**src/rtl/stream_mux_pkg.sv**
```systemverilog
// Shared parameters, helper function and channel-id type for stream_mux_n.
// STREAM_MUX_RR_ARB_EN selects round-robin arbitration instead of manual select.
package stream_mux_pkg;

    localparam int W_DEF = 8;
    localparam int N_DEF = 4;

    function automatic int clog2(input int n);
        int r;
        r = 0;
        while ((1 << r) < n) r++;
        return r;
    endfunction

    localparam int SW_DEF = clog2(N_DEF);

    typedef logic [SW_DEF-1:0] ch_id_t;

endpackage

```
**src/rtl/stream_mux_n_if.sv**
```systemverilog
// Input channels, select and output stream of the N:1 stream mux.
// STREAM_MUX_RR_ARB_EN: sel is ignored by the mux when defined.
interface stream_mux_n_if
    import stream_mux_pkg::*;
#(
    parameter int W = W_DEF,
    parameter int N = N_DEF
);

    localparam int SW = clog2(N);

    logic [N*W-1:0] in_data;
    logic [N-1:0]   in_valid;
    logic [N-1:0]   in_ready;
    logic [SW-1:0]  sel;
    logic [W-1:0]   out_data;
    logic [SW-1:0]  out_ch;
    logic           out_valid;
    logic           out_ready;

    modport master (
        output in_data, in_valid, sel, out_ready,
        input  in_ready, out_data, out_ch, out_valid
    );

    modport slave (
        input  in_data, in_valid, sel, out_ready,
        output in_ready, out_data, out_ch, out_valid
    );

endinterface

```
**src/rtl/rr_arbiter_n.sv**
```systemverilog
// Combinational round-robin grant: lowest requester at or after ptr, else lowest overall.
// Used by stream_mux_n only when STREAM_MUX_RR_ARB_EN is defined.
module rr_arbiter_n #(
    parameter int N  = 4,
    parameter int SW = 2
) (
    input  logic [N-1:0]  req,
    input  logic [SW-1:0] ptr,
    output logic [SW-1:0] gnt_idx,
    output logic          gnt_ok
);

    logic [SW-1:0] w_hi_idx;
    logic [SW-1:0] w_lo_idx;
    logic          w_hi_ok;
    logic          w_lo_ok;

    // Descending scan: the last hit written is the lowest index.
    always_comb begin
        w_hi_idx = '0;
        w_lo_idx = '0;
        w_hi_ok  = 1'b0;
        w_lo_ok  = 1'b0;
        for (int i = N - 1; i >= 0; i--) begin
            if (req[i]) begin
                w_lo_ok  = 1'b1;
                w_lo_idx = SW'(i);
                if (SW'(i) >= ptr) begin
                    w_hi_ok  = 1'b1;
                    w_hi_idx = SW'(i);
                end
            end
        end
    end

    assign gnt_idx = w_hi_ok ? w_hi_idx : w_lo_idx;
    assign gnt_ok  = w_lo_ok;

endmodule

```
**src/rtl/stream_mux_n.sv**
```systemverilog
// N:1 stream mux with one registered output stage and valid/ready handshake.
// STREAM_MUX_RR_ARB_EN: round-robin over in_valid instead of manual sel.
module stream_mux_n
    import stream_mux_pkg::*;
#(
    parameter int W = W_DEF,
    parameter int N = N_DEF
) (
    input logic           clk,
    input logic           rst_n,
    stream_mux_n_if.slave bus
);

    localparam int SW = clog2(N);
    localparam int NP = 1 << SW;

    logic [W-1:0]  w_ch_data [NP];
    logic [SW-1:0] w_g;
    logic          w_grant_ok;
    logic          w_can_load;
    logic          w_xfer;
    logic [N-1:0]  w_rdy;

    logic [W-1:0]  r_data;
    logic [SW-1:0] r_ch;
    logic          r_valid;

    // Pad to a power of two so any grant index selects a defined value.
    for (genvar i = 0; i < NP; i++) begin : g_pad
        if (i < N) begin : g_ch
            assign w_ch_data[i] = bus.in_data[i*W +: W];
        end else begin : g_zero
            assign w_ch_data[i] = '0;
        end
    end

`ifdef STREAM_MUX_RR_ARB_EN
    logic [SW-1:0] r_rr_ptr;
    logic          w_unused_sel;

    assign w_unused_sel = ^bus.sel;

    rr_arbiter_n #(
        .N  (N),
        .SW (SW)
    ) u_arb (
        .req     (bus.in_valid),
        .ptr     (r_rr_ptr),
        .gnt_idx (w_g),
        .gnt_ok  (w_grant_ok)
    );

    always_ff @(posedge clk or negedge rst_n) begin
        if (!rst_n) begin
            r_rr_ptr <= '0;
        end else if (w_xfer) begin
            r_rr_ptr <= (w_g == SW'(N - 1)) ? '0 : w_g + 1'b1;
        end
    end
`else
    logic [NP-1:0] w_sel_ok;

    for (genvar i = 0; i < NP; i++) begin : g_ok
        assign w_sel_ok[i] = (i < N);
    end

    assign w_g        = bus.sel;
    assign w_grant_ok = w_sel_ok[bus.sel];
`endif

    assign w_can_load = !r_valid || bus.out_ready;

    always_comb begin
        w_rdy = '0;
        for (int i = 0; i < N; i++) begin
            w_rdy[i] = rst_n && w_can_load && w_grant_ok
                       && (w_g == SW'(i));
        end
    end

    assign w_xfer = |(bus.in_valid & w_rdy);

    always_ff @(posedge clk or negedge rst_n) begin
        if (!rst_n) begin
            r_valid <= 1'b0;
            r_data  <= '0;
            r_ch    <= '0;
        end else if (w_can_load) begin
            r_valid <= w_xfer;
            if (w_xfer) begin
                r_data <= w_ch_data[w_g];
                r_ch   <= w_g;
            end
        end
    end

    assign bus.in_ready  = w_rdy;
    assign bus.out_data  = r_data;
    assign bus.out_ch    = r_ch;
    assign bus.out_valid = r_valid;

endmodule

```
**src/flat_wrapper.sv**
```systemverilog
// flat-port wrapper written by rule: the top's interface ports become plain ports
module stream_mux_n_flat import stream_mux_pkg::*;
#(
    parameter int W = W_DEF,
    parameter int N = N_DEF
)
  (clk, rst_n, bus_in_data, bus_in_valid, bus_sel, bus_out_ready, bus_in_ready, bus_out_data, bus_out_ch, bus_out_valid);
  stream_mux_n_if #(.W(W), .N(N)) bus_i ();
  input logic clk;
  input logic rst_n;
  input wire logic [$bits(bus_i.in_data)-1:0] bus_in_data;
  input wire logic [$bits(bus_i.in_valid)-1:0] bus_in_valid;
  input wire logic [$bits(bus_i.sel)-1:0] bus_sel;
  input wire logic [$bits(bus_i.out_ready)-1:0] bus_out_ready;
  output wire logic [$bits(bus_i.in_ready)-1:0] bus_in_ready;
  output wire logic [$bits(bus_i.out_data)-1:0] bus_out_data;
  output wire logic [$bits(bus_i.out_ch)-1:0] bus_out_ch;
  output wire logic [$bits(bus_i.out_valid)-1:0] bus_out_valid;
  assign bus_i.in_data = bus_in_data;
  assign bus_i.in_valid = bus_in_valid;
  assign bus_i.sel = bus_sel;
  assign bus_i.out_ready = bus_out_ready;
  assign bus_in_ready = bus_i.in_ready;
  assign bus_out_data = bus_i.out_data;
  assign bus_out_ch = bus_i.out_ch;
  assign bus_out_valid = bus_i.out_valid;
  stream_mux_n #(.W(W), .N(N)) u_core (.clk(clk), .rst_n(rst_n), .bus(bus_i));
endmodule
```
**config.mk**
```make
export PLATFORM = sky130hd
export DESIGN_NAME = stream_mux_n_flat
export DESIGN_NICKNAME = d
export VERILOG_FILES = /design/src/rtl/stream_mux_pkg.sv /design/src/rtl/stream_mux_n_if.sv /design/src/rtl/rr_arbiter_n.sv /design/src/rtl/stream_mux_n.sv /design/src/flat_wrapper.sv
export SDC_FILE = /design/constraint.sdc
export NUM_CORES = 1
export LEC_CHECK = 0
export ABC_CLOCK_PERIOD_IN_PS = 1320
export CORE_MARGIN = 2
export CORE_UTILIZATION = 34
export CTS_BUF_LIST = sky130_fd_sc_hd__clkbuf_4
export DETAILED_ROUTE_END_ITERATION = 6
export PLACE_DENSITY = 0.82
export RECOVER_POWER = 100
export SLEW_MARGIN = 25
export SYNTH_ARGS = -nofsm -noshare
export SYNTH_HDL_FRONTEND = slang
export SYNTH_SLANG_ARGS = --single-unit
```
**constraint.sdc**
```tcl
create_clock -name clk -period 1.32 [get_ports clk]
set_input_delay 0.264 -clock clk [delete_from_list [all_inputs] [get_ports clk]]
set_output_delay 0.264 -clock clk [all_outputs]
set_load 0.1 [all_outputs]
```
# After elaboration in Yosys (flattened, before gate mapping)
# Index checks and enable logic that the tools add are counted.
# W data, S select, Z words.
# totals
regBits	11
# classes
order_cmp	2
n_eq_ne	3
muxes	5
bitwise	2
reduce_logical	11
# ops
operator	n
$bmux W8 S2	1
$mux W8	2
$logic_and A1 B1 Y1	6
$and A4 B4 Y4	1
$eq A2 B2 Y1 const B	2
$reduce_or A4 Y1	1
$ge A3 B3 Y1 const B	1
$lt A2 B3 Y1 const B	1
$not A2 Y3	1
$bmux W1 S2	1
$eq A2 B1 Y1 const B	1
$logic_not A2 Y1	1
$reduce_and A2 Y1	1
$logic_not A1 Y1	1
$logic_or A1 B1 Y1	1
$mux W1	1

# Depth between registers and ports, before layout
# depth
ltp_word	8
ltp_mapped	5

# Least setup slack after synthesis
# OpenSTA, ideal clock, no wires.
# synth_path
kind	register to output
start	register u_core.r_valid (netlist: u_core.bus.out_valid)
end	output bus_in_ready[1]
t_arrival_ps	3444
slack_ps	-2388
path_stages_with_launch	4
path_cell_list	dfrtp_1 -> nand2b_1 -> nand2_1 -> nor3b_1
# synth_between
elab_chain_len	5
# synth_rtl
element	line	text
start: declaration	stream_mux_n.sv:26	logic r_valid;
start signal: assignment	stream_mux_n.sv:89	r_valid <= w_xfer;
$logic_not A1 Y1	stream_mux_n.sv:71	assign w_can_load = !r_valid || bus.out_ready;
$logic_or A1 B1 Y1	stream_mux_n.sv:71	
$logic_and A1 B1 Y1 (2 in series)	stream_mux_n.sv:76	w_rdy[i] = rst_n && w_can_load && w_grant_ok
$logic_and A1 B1 Y1	stream_mux_n.sv:77	&& (w_g == SW'(i));
end: declaration	flat_wrapper.sv:15	output wire logic [$bits(bus_i.in_ready)-1:0] bus_in_ready;
# No other way between the ends.

# Worst setup path after layout
# layout_path
start	register u_core.r_valid (netlist: u_core.bus.out_valid)
end	output bus_in_ready[2]
# Same word-level chain as after synthesis.

==> results.cfg <==
[synth]
synth_seq_cells = 11
synth_edf_count = 0
async_flop_share_pct = 100
mappedNetlistArea_um2 = 722
synthCells = 45
synthFlopType = dfrtp_1
synth_top_cell_by_area = dfrtp_1
synth_cell_types = 15
synth_top_cell_area_share_pct = 38.1
synth.area.top_cells = dfrtp_1 (38%), mux4_2 (19%), mux2_2 (17%)
synth_seq_area_share_pct = 38.1
synth_nets = 86
synthTopCellsByCount = dfrtp_1 (11), mux2_2 (11), mux4_2 (6)
avgSynthCellArea_um2 = 16.0
ys_warn_count = 0

[power_and_ir_drop]
p_leak_uw = 0.000677
power_density_nw_per_um2 = 1360
ir_drop_mv = 1.01

[final_layout]
final_area_um2 = 1520
final_util_pct = 76.7
antennaDiodeCount = 0
syn2layout_area_growth_pct = 111
fillers = 116
finalNetCount = 156
drive_above_1_share_pct = 52.6
finalNonFillerCells = 141

[floorplanning]
floorplan.die_area_um2 = 2510
core_area_um2 = 1980
pin_count = 56
fp-row-count = 16
die_h_um = 50.1
die_w_um = 50.1
initial_core_util_pct = 36.4

[setup_path]
rr_worst_depth = 5
end_kind = primary output
startpoint_type = register
required_ns = 1.06
crit_fanout = 3
worstPathArrival_ns = 1.39
path_class = register to primary output

[routing]
wl_mm = 2.49
drt-pass1-iter-count = 4
post_drt_wl_per_cell_um = 17.7
ant_nets = 0
drtIter0Drc = 8
viasPerCell = 5.14
drc = 0
dr_total_vias = 725

[sta]
period_share_pct = 126
hold_ws_ns = 0.301
finalCriticalPeriod_ns = 1.66
clock.fmax_mhz = 604
slew_headroom_pct = 78.7
drv_slew = 0
hold_viol = 0
finalWorstSetupSlack_ns = -0.337
skew_ns = 0.00348
rsz0062_at_grt = yes
worstMarginPinSlew_ns = 0.320
setup_violations = 14
final.setup.tns_ns = -2.66

[placed_design]
dp.cells = 131
place_congestion = 0.609
portBuffers = 55
dp_hpwl_mm = 1.91
placed_area_um2 = 1570

[outcome]
outcome = finished, violations left
violations = negative setup slack

[clock_tree]
cts_root_buf = clkbuf_4
cts_tree = yes
cts_sinks = 11
cts_buffers = 3
clock_latency_ns = 0.27
cts-hold-fix-buffers = 0
clkTransAtPathRegs_ns = 0.07
cts_buffer_depth = 2
h-tree-depth = 1

[grt]
grt_overflow_total = 0
grtUsageTotal_pct = 21.8
grt_pass1_vias = 799
grt_pass1_wl_mm = 3.88
grt_max_degree = 14
antenna_found_initial = 0

[job]
max_cap_viol_count = 0

[min_path]
hp-class = input pin to async pin
==> where the power goes <==
part | internal (µW) | switching [µW] | total [µW]
sequential | 429 | 61.1 | 490
combinational | 449 | 871 | 1320
clock | 138 | 113 | 251
total | 1020 | 1050 | 2060
==> routing by layer <==
layer	routed length, µm	global-route usage, %
met5	0	0
met4	46	9.72
met3	123	2.42
met2	1480	41.4
met1	835	23.7
==> placed cells by master (no fill, tap or decap), drive strengths merged, types with 2 or more instances in the layout <==
master	count
clkdlybuf4s50	32
buf	25
mux2	11
dfrtp	11
mux4	9
clkbuf	8
dlygate4sd2	7
nor3b	2
nand2	2
nand3	2
==> final timing paths <==
check / slack, ns / start / to
hold / removal: 0.30 / rst_n / u_core.bus.out_data[5]
setup / recovery: -0.34 / u_core.bus.out_valid / bus_in_ready[2]
max in group asynchronous: 0.85 / rst_n / u_core.bus.out_valid
hold reg to reg: 0.52 / u_core.bus.out_data[4] / u_core.bus.out_data[4]
min in group clk: 0.52 / u_core.bus.out_data[4] / u_core.bus.out_data[4]
setup reg to reg: -0.16 / u_core.bus.out_valid / u_core.bus.out_data[5]
==> worst max-delay path: stages (launching register included) <==
cell,delay (ns)
dfrtp_4,0.49
nand2b_4,0.10
nand2_4,0.08
nor3b_4,0.24
buf_12,0.21
==> registers in the layout, summed over array words and instances, names as in the netlist <==
register and cells:
u_core.bus.out_ch 2, u_core.bus.out_data 8, u_core.bus.out_valid 1
==> layout make-up <==
class	instances	area [µm²]	share of cell area, %
Tap cell	27	33.8	2.22
Timing Repair Buffer	68	671	44.1
Clock buffer	4	30.0	1.98
Multi-Input combinational cell	31	505	33.3
Sequential cell	11	280	18.4
==> kinds of logic after synthesis <==
group,Yosys count,share of synthesized area (%)
multiplexers,20,46.8
flip-flops,11,38.1
buffers and inverters,3,3.64
AO/OA/AOI/OAI,2,2.43
AND/OR/NAND/NOR,9,9.01
==> through the flow <==
stage / setup WS [ns] / total power, µW
5_1_grt: -0.381 / 2130
4_1_cts: -0.349 / 2330
6_report: -0.337 / 2060
3_5_place_dp: -0.653 / 2060
2_1_floorplan: -0.645 / 1420
3_3_place_gp: -0.621 / 2030
==> what timing repair did <==
item / 4_1_cts / 5_1_grt
gates resized for setup: 14 / 1
pin swaps: 1 / 0
endpoints found under the setup margin: 16 / 14
hold endpoints to repair: 0 / 0
buffers inserted: 5 / 1
Note: power is estimated with default switching activity, not from simulation.
==> RTL edit 1, RTL diff (same flow settings) <==
Change the package constant `W_DEF` from 8 to 6.
--- a/src/rtl/stream_mux_pkg.sv
+++ b/src/rtl/stream_mux_pkg.sv
@@ -2,7 +2,7 @@
 // STREAM_MUX_RR_ARB_EN selects round-robin arbitration instead of manual select.
 package stream_mux_pkg;
 
-    localparam int W_DEF = 8;
+    localparam int W_DEF = 6;
     localparam int N_DEF = 4;
 
     function automatic int clog2(input int n);
Interface: changed (resized bus_in_data and bus_out_data); port bits go from 56 to 46. No check against the original RTL was run, so the function may have changed too.
==> RTL edit 1 against the unedited design <==
- the flow still finishes with violations (setup timing)
- area after synthesis decreased by 14%
- power decreased by 17%
- core utilization decreased by 1.6 points
- clock power decreased by 8%
- sequential cell count decreased by 2
- setup slack improved by 0.022 ns
- wire length decreased by 18%
- synthesized cell count decreased by 13%
- design area decreased by 15%
- sequential share of layout area decreased by 0.77 points
- final cell count decreased by 13%
- critical endpoint unchanged
- largest power group unchanged
- highest routed layer unchanged
==> RTL edit 1: results (changes against the unedited design) <==
Placement
  • Placed instance count: 115 (-12%)
  • Place WS: -0.651 ns (+0.00185 ns)
  • RD Place Congestion: 0.776 (+27%)
  • Port bufs: 45 (-18%)
  • Post-DP HPWL: 1730 um (-9.3%)

Route
  • Routed vias: 612 (-16%)
  • DR iter-0 viols: 6 (-2)
  • Vias per inst: 5.02 (-2.4%)
  • Drt first pass iters: 2 (-2)
  • Wirelength per Cell: 16.8 um (-4.7%)

Clocking
  • Reg clk slew, reported paths: approximately 0.06 ns
  • Clk_lat worst skew: around 0.26 ns
  • Clock buffer count from CTS: 3 (unchanged)
  • # H-tree levels: 1 (unchanged)
  • Max Buffers Root-to-Sink: 2 (unchanged)
  • Clock root buffer master: clkbuf_4

Yosys
  • Gate Count Post-Synth: 39 (-13%)
  • Top cells by area, synth: dfrtp_1, mux4_2, mux2_4
  • Most frequent cells after synthesis: dfrtp_1, mux2_4, mux4_2
  • Async SR Flop Fraction: 1.00 (unchanged)
  • Yosys Warn Count: 0 (unchanged)
  • Net Count, Synth: 72 (-16%)
  • Post-synthesis sequential area ratio: 0.361 (-0.0198)
  • Synth cell types: 16 (+1)
  • Most used DFF post-synth: dfrtp_1

Global routing
  • Total track usage: 0.219 (+0.00137)
  • Antenna violations before repair: 0 (unchanged)
  • Number of global-route vias before repair: 653 (-18%)
  • Largest net degree at the start of global routing: 12 (-2)
  • First-pass GRT wire length: 3170 um (-18%)

Timing
  • Clock skew: 0.00588 ns (+0.00240 ns)
  • Setup violations, final: 13 (-1)
  • Setup ws final: -0.314 ns (+0.0223 ns)
  • Slew @ Worst Pin: 0.569 ns (+0.249 ns)

Final layout
  • Fin nets: 131 (-16%)
  • Share of cells above drive strength 1: 0.546 (+0.0201)
  • Fill cell instance count of the final layout: 113 (-2.6%)
  • # diodes: 0 (unchanged)
  • Max FFs per register: 6 (-2)
  • Finished Cell Area: 1300 um2 (-15%)

Critical path
  • CP max FO: 3 (unchanged)
  • Crit path DAT: 1.37 ns (-0.02 ns)

Power
  • Leakage power: 0.572 nW (-16%)
  • IR drop worst, VDD: 547 uV (-46%)

Status
  • Status: finished, violations left
  • Failing checks: setup timing

Min path
  • Min-Delay Path Class: input pin to async pin
RTL edit 1: cell types whose count changed after synthesis, sizes merged:
cell   before  now
mux2       11    9
mux4        9    7
dfrtp      11    9
RTL edit 1: through the flow:
| stage | setup TNS (ns) | hold slack (ns) |
|---|---|---|
| 2_1_floorplan | -3.02 | -0.0316 |
| 3_3_place_gp | -6.75 | 0.540 |
| 3_5_place_dp | -7.34 | 0.554 |
| 4_1_cts | -1.73 | 0.310 |
| 5_1_grt | -2.40 | 0.518 |
| 6_report | -1.77 | 0.470 |
RTL edit 1: path summary, 6_finish.rpt:
| check | start | to | slack [ns] | depth (start not counted) |
|---|---|---|---|---|
| worst max-delay path | u_core.bus.out_valid$_DFFE_PN0N_ | bus_in_ready[2] | -0.31 | 4 |
| worst min-delay path | rst_n | u_core.bus.out_data[0]$_DFFE_PN0P_ | 0.47 | 3 |
| worst max register to register | u_core.bus.out_valid$_DFFE_PN0N_ | u_core.bus.out_data[5]$_DFFE_PN0P_ | -0.08 | 5 |
| worst min register to register | u_core.bus.out_data[1]$_DFFE_PN0P_ | u_core.bus.out_data[1]$_DFFE_PN0P_ | 0.52 | 1 |
| max in group asynchronous | rst_n | u_core.bus.out_valid$_DFFE_PN0N_ | 0.43 | 3 |
| min in group clk | u_core.bus.out_data[1]$_DFFE_PN0P_ | u_core.bus.out_data[1]$_DFFE_PN0P_ | 0.52 | 1 |
RTL edit 1: layout make-up:
class,instances,share of cell area
repair buffers,57,0.450
flip-flops and latches,9,0.177
clock buffers,4,0.0232
multi-input cells,27,0.326
well taps,25,0.0241
RTL edit 1: what timing repair did:
| item | in CTS | in global routing |
|---|---|---|
| resized for setup | 14 | 0 |
| gates cloned | 0 | 0 |
| buffers inserted | 3 | 0 |
| pin swaps | 2 | 0 |
| setup endpoints to repair | 14 | 13 |
RTL edit 1: layer usage:
| layer | up-vias | wire (um) | track usage |
|---|---|---|---|
| li1 | 277 | - | - |
| met1 | 301 | 809 | 0.275 |
| met2 | 30 | 1040 | 0.364 |
| met3 | 4 | 147 | 0.0115 |
| met4 | 0 | 53 | 0.150 |
| met5 | - | 0 | 0 |
RTL edit 1: where the power goes:
part           switching, W  internal, W
clock network     0.0000942     0.000137
logic              0.000709     0.000373
registers         0.0000529     0.000349
total              0.000856     0.000859
RTL edit 1: cell families after synthesis:
family | after synthesis | synth area share
simple gates | 9 | 0.104
buf+inv | 3 | 0.0422
compound gates | 2 | 0.0281
flops | 9 | 0.361
mux | 16 | 0.464
RTL edit 1: critical path, cell delays in order (launching register included):
cell	delay, ns
dfrtp_4	0.49
nand2b_4	0.10
nand2_4	0.08
nor3b_4	0.23
buf_12	0.21
==> RTL edit 2, RTL diff (same flow settings) <==
Without the edit above. Add a define of `STREAM_MUX_RR_ARB_EN`.
--- a/src/rtl/stream_mux_n.sv
+++ b/src/rtl/stream_mux_n.sv
@@ -1,5 +1,7 @@
 // N:1 stream mux with one registered output stage and valid/ready handshake.
 // STREAM_MUX_RR_ARB_EN: round-robin over in_valid instead of manual sel.
+`define STREAM_MUX_RR_ARB_EN
+
 module stream_mux_n
     import stream_mux_pkg::*;
 #(
Check against the original RTL: not equivalent (a bounded check fails within 4 cycles, from zero or initial values and one cycle with rst_n low).
==> RTL edit 2 against the unedited design <==
- the run still ends with setup timing left
- sequential cell count is 2 higher
- via count is 50% higher
- wire length is 36% higher
- setup slack worse by 0.52 ns
- design area is 24% higher
- area after synthesis is 25% higher
- critical path type unchanged
- largest cell class unchanged
Power is not compared: it rests on default switching activity, and its combinational part moved more than twofold at a synthesized area within 25%.
==> RTL edit 2: results (changes against the unedited design) <==
Status
  • Status: finished, violations left
  • Failing checks: setup timing

Global routing
  • First-pass GRT wire length: 5290 um (+36%)
  • Largest net degree at the start of global routing: 14 (unchanged)
  • Total track usage: 0.222 (+0.00411)
  • Number of global-route vias before repair: 1138 (+42%)

Yosys
  • Post-synthesis sequential area ratio: 0.362 (-0.0197)
  • Net Count, Synth: 133 (+55%)
  • Async SR Flop Fraction: 1.00 (unchanged)
  • Most frequent cells after synthesis: mux2i_1, dfrtp_1, nand2_1
  • Synth cell types: 30 (+15)
  • Top cells by area, synth: dfrtp_1, mux2i_1, o221ai_1

Critical path
  • FF-to-FF setup slack: -0.82 ns (-0.66 ns)
  • CP max stage delay: 0.45 ns (-0.04 ns)
  • R2R Path End: u_core.r_rr_ptr[1]$_DFFE_PN0P_
  • Cell depth of the worst flop-to-flop path: 10 (+5)
  • Type of origin of the critical path: register
  • Reg2reg start: u_core.r_rr_ptr[1]$_DFFE_PN0P_
  • Delay-heaviest family, CP: buffers and inverters
  • Crit path DAT: 1.92 ns (+0.53 ns)
  • Slowest CP cell: dfrtp_2
  • CP max FO: 4 (+1)

Route
  • DR iter-0 viols: 15 (+7)
  • Total wire length after detailed routing: 3400 um (+36%)
  • Drt first pass iters: 4 (unchanged)
  • Met3 wire length: 242 um (+97%)
  • WL met2: 1790 um (+21%)
  • Routed vias: 1089 (+50%)
  • Met1 WL: 1290 um (+54%)

Clocking
  • Clk_lat worst skew: 0.28 ns
  • Clock buffer count from CTS: 3 (unchanged)
  • Max Buffers Root-to-Sink: 2 (unchanged)
  • Clock root buffer master: clkbuf_4

Timing
  • Setup violations, final: 17 (+3)
  • Clock skew: 0.00363 ns (+0.000150 ns)
  • Setup ws final: -0.861 ns (-0.524 ns)
  • Relative slew slack: 0.547 (-0.240)
  • Max Transition Viols Final: 0 (unchanged)
  • WHS: 0.510 ns (+0.209 ns)
  • TNS Setup: -13.10 ns (-10.44 ns)

Placement
  • Place WS: -1.19 ns (-0.542 ns)
  • Post-DP HPWL: 2580 um (+35%)
  • RD Place Congestion: 0.811 (+33%)
  • Port bufs: 53 (-3.6%)

Min path
  • Min-Delay Path Class: register to register
  • Hold Crit Start: u_core.bus.out_ch[0]$_DFFE_PN0P_

Power
  • IR drop worst, VDD: 1890 uV
  • Switching part of the total: 0.549

Final layout
  • Fin nets: 220 (+41%)
  • Share of cells above drive strength 1: 0.454 (-0.0723)
[RTL edit 2: cell count changes after synthesis, moves of 3 or more]
cell      before  now
o221ai_1       0    7
mux2_2        11    1
mux4_1         3    0
mux4_2         6    0
nand2_1        2   13
and2_1         0    4
a21oi_1        0    4
mux2i_1        0   15
ha_1           0    4
[RTL edit 2: routing by layer]
layer,vias to the layer above,global-route usage
met5,-,0
met4,0,0.0906
met3,10,0.0585
met2,64,0.410
met1,517,0.236
li1,498,-
[RTL edit 2: worst max-delay path by stage]
stage	slack, ns	start	endpoint
floorplan	-0.77	u_core.r_rr_ptr[1]$_DFFE_PN0P_	u_core.r_rr_ptr[1]$_DFFE_PN0P_
global placement	-1.13	bus_in_valid[2]	u_core.r_rr_ptr[1]$_DFFE_PN0P_
detailed placement	-1.19	bus_in_valid[2]	u_core.bus.out_data[7]$_DFFE_PN0P_
CTS	-0.86	u_core.r_rr_ptr[1]$_DFFE_PN0P_	bus_in_ready[3]
global route	-0.90	u_core.r_rr_ptr[1]$_DFFE_PN0P_	bus_in_ready[3]
finish	-0.86	u_core.r_rr_ptr[1]$_DFFE_PN0P_	bus_in_ready[3]
[RTL edit 2: power groups by stage]
stage               Combinational [W]  Clock, W  Sequential (W)
finish                        0.00345  0.000271        0.000734
global route                  0.00360  0.000286        0.000753
detailed placement            0.00348         0        0.000795
floorplan                    0.000998         0         0.00183
global placement              0.00338         0        0.000791
CTS                           0.00361  0.000272        0.000795
[RTL edit 2: logic make-up (layout without fill, tap and decap cells)]
logic type / count (synthesis) / in the layout / share of synthesized area
AOI/OAI and AO/OA: 20 / 20 / 0.178
adders and majority gates: 4 / 4 / 0.0556
buffers and inverters: 6 / 92 / 0.0473
DFF: 13 / 13 / 0.362
muxes: 16 / 16 / 0.179
and+or+nand+nor: 29 / 29 / 0.178
[RTL edit 2: cell type report]
cell class / instances / area, um2
Sequential cell: 13 / 330
Fill cell: 166 / 613
Tap cell: 30 / 37.5
Multi-Input combinational cell: 69 / 657
Inverter: 3 / 11.3
Timing Repair Buffer: 85 / 821
Clock buffer: 4 / 30.0
[RTL edit 2: per-stage QoR]
step	power [W]	instances	util	instance area, um2
2_1_floorplan	0.00283	88	-	958
3_3_place_gp	0.00417	193	0.730	1830
3_5_place_dp	0.00428	193	0.730	1830
4_1_cts	0.00468	201	0.770	1920
5_1_grt	0.00463	204	0.755	1890
6_report	0.00445	204	0.755	1890
[RTL edit 2: repair_timing]
action / 4_1_cts / 5_1_grt
buffers inserted: 4 / 4
endpoints found under the setup margin: 17 / 18
resized for setup: 14 / 17
pin swaps: 6 / 7
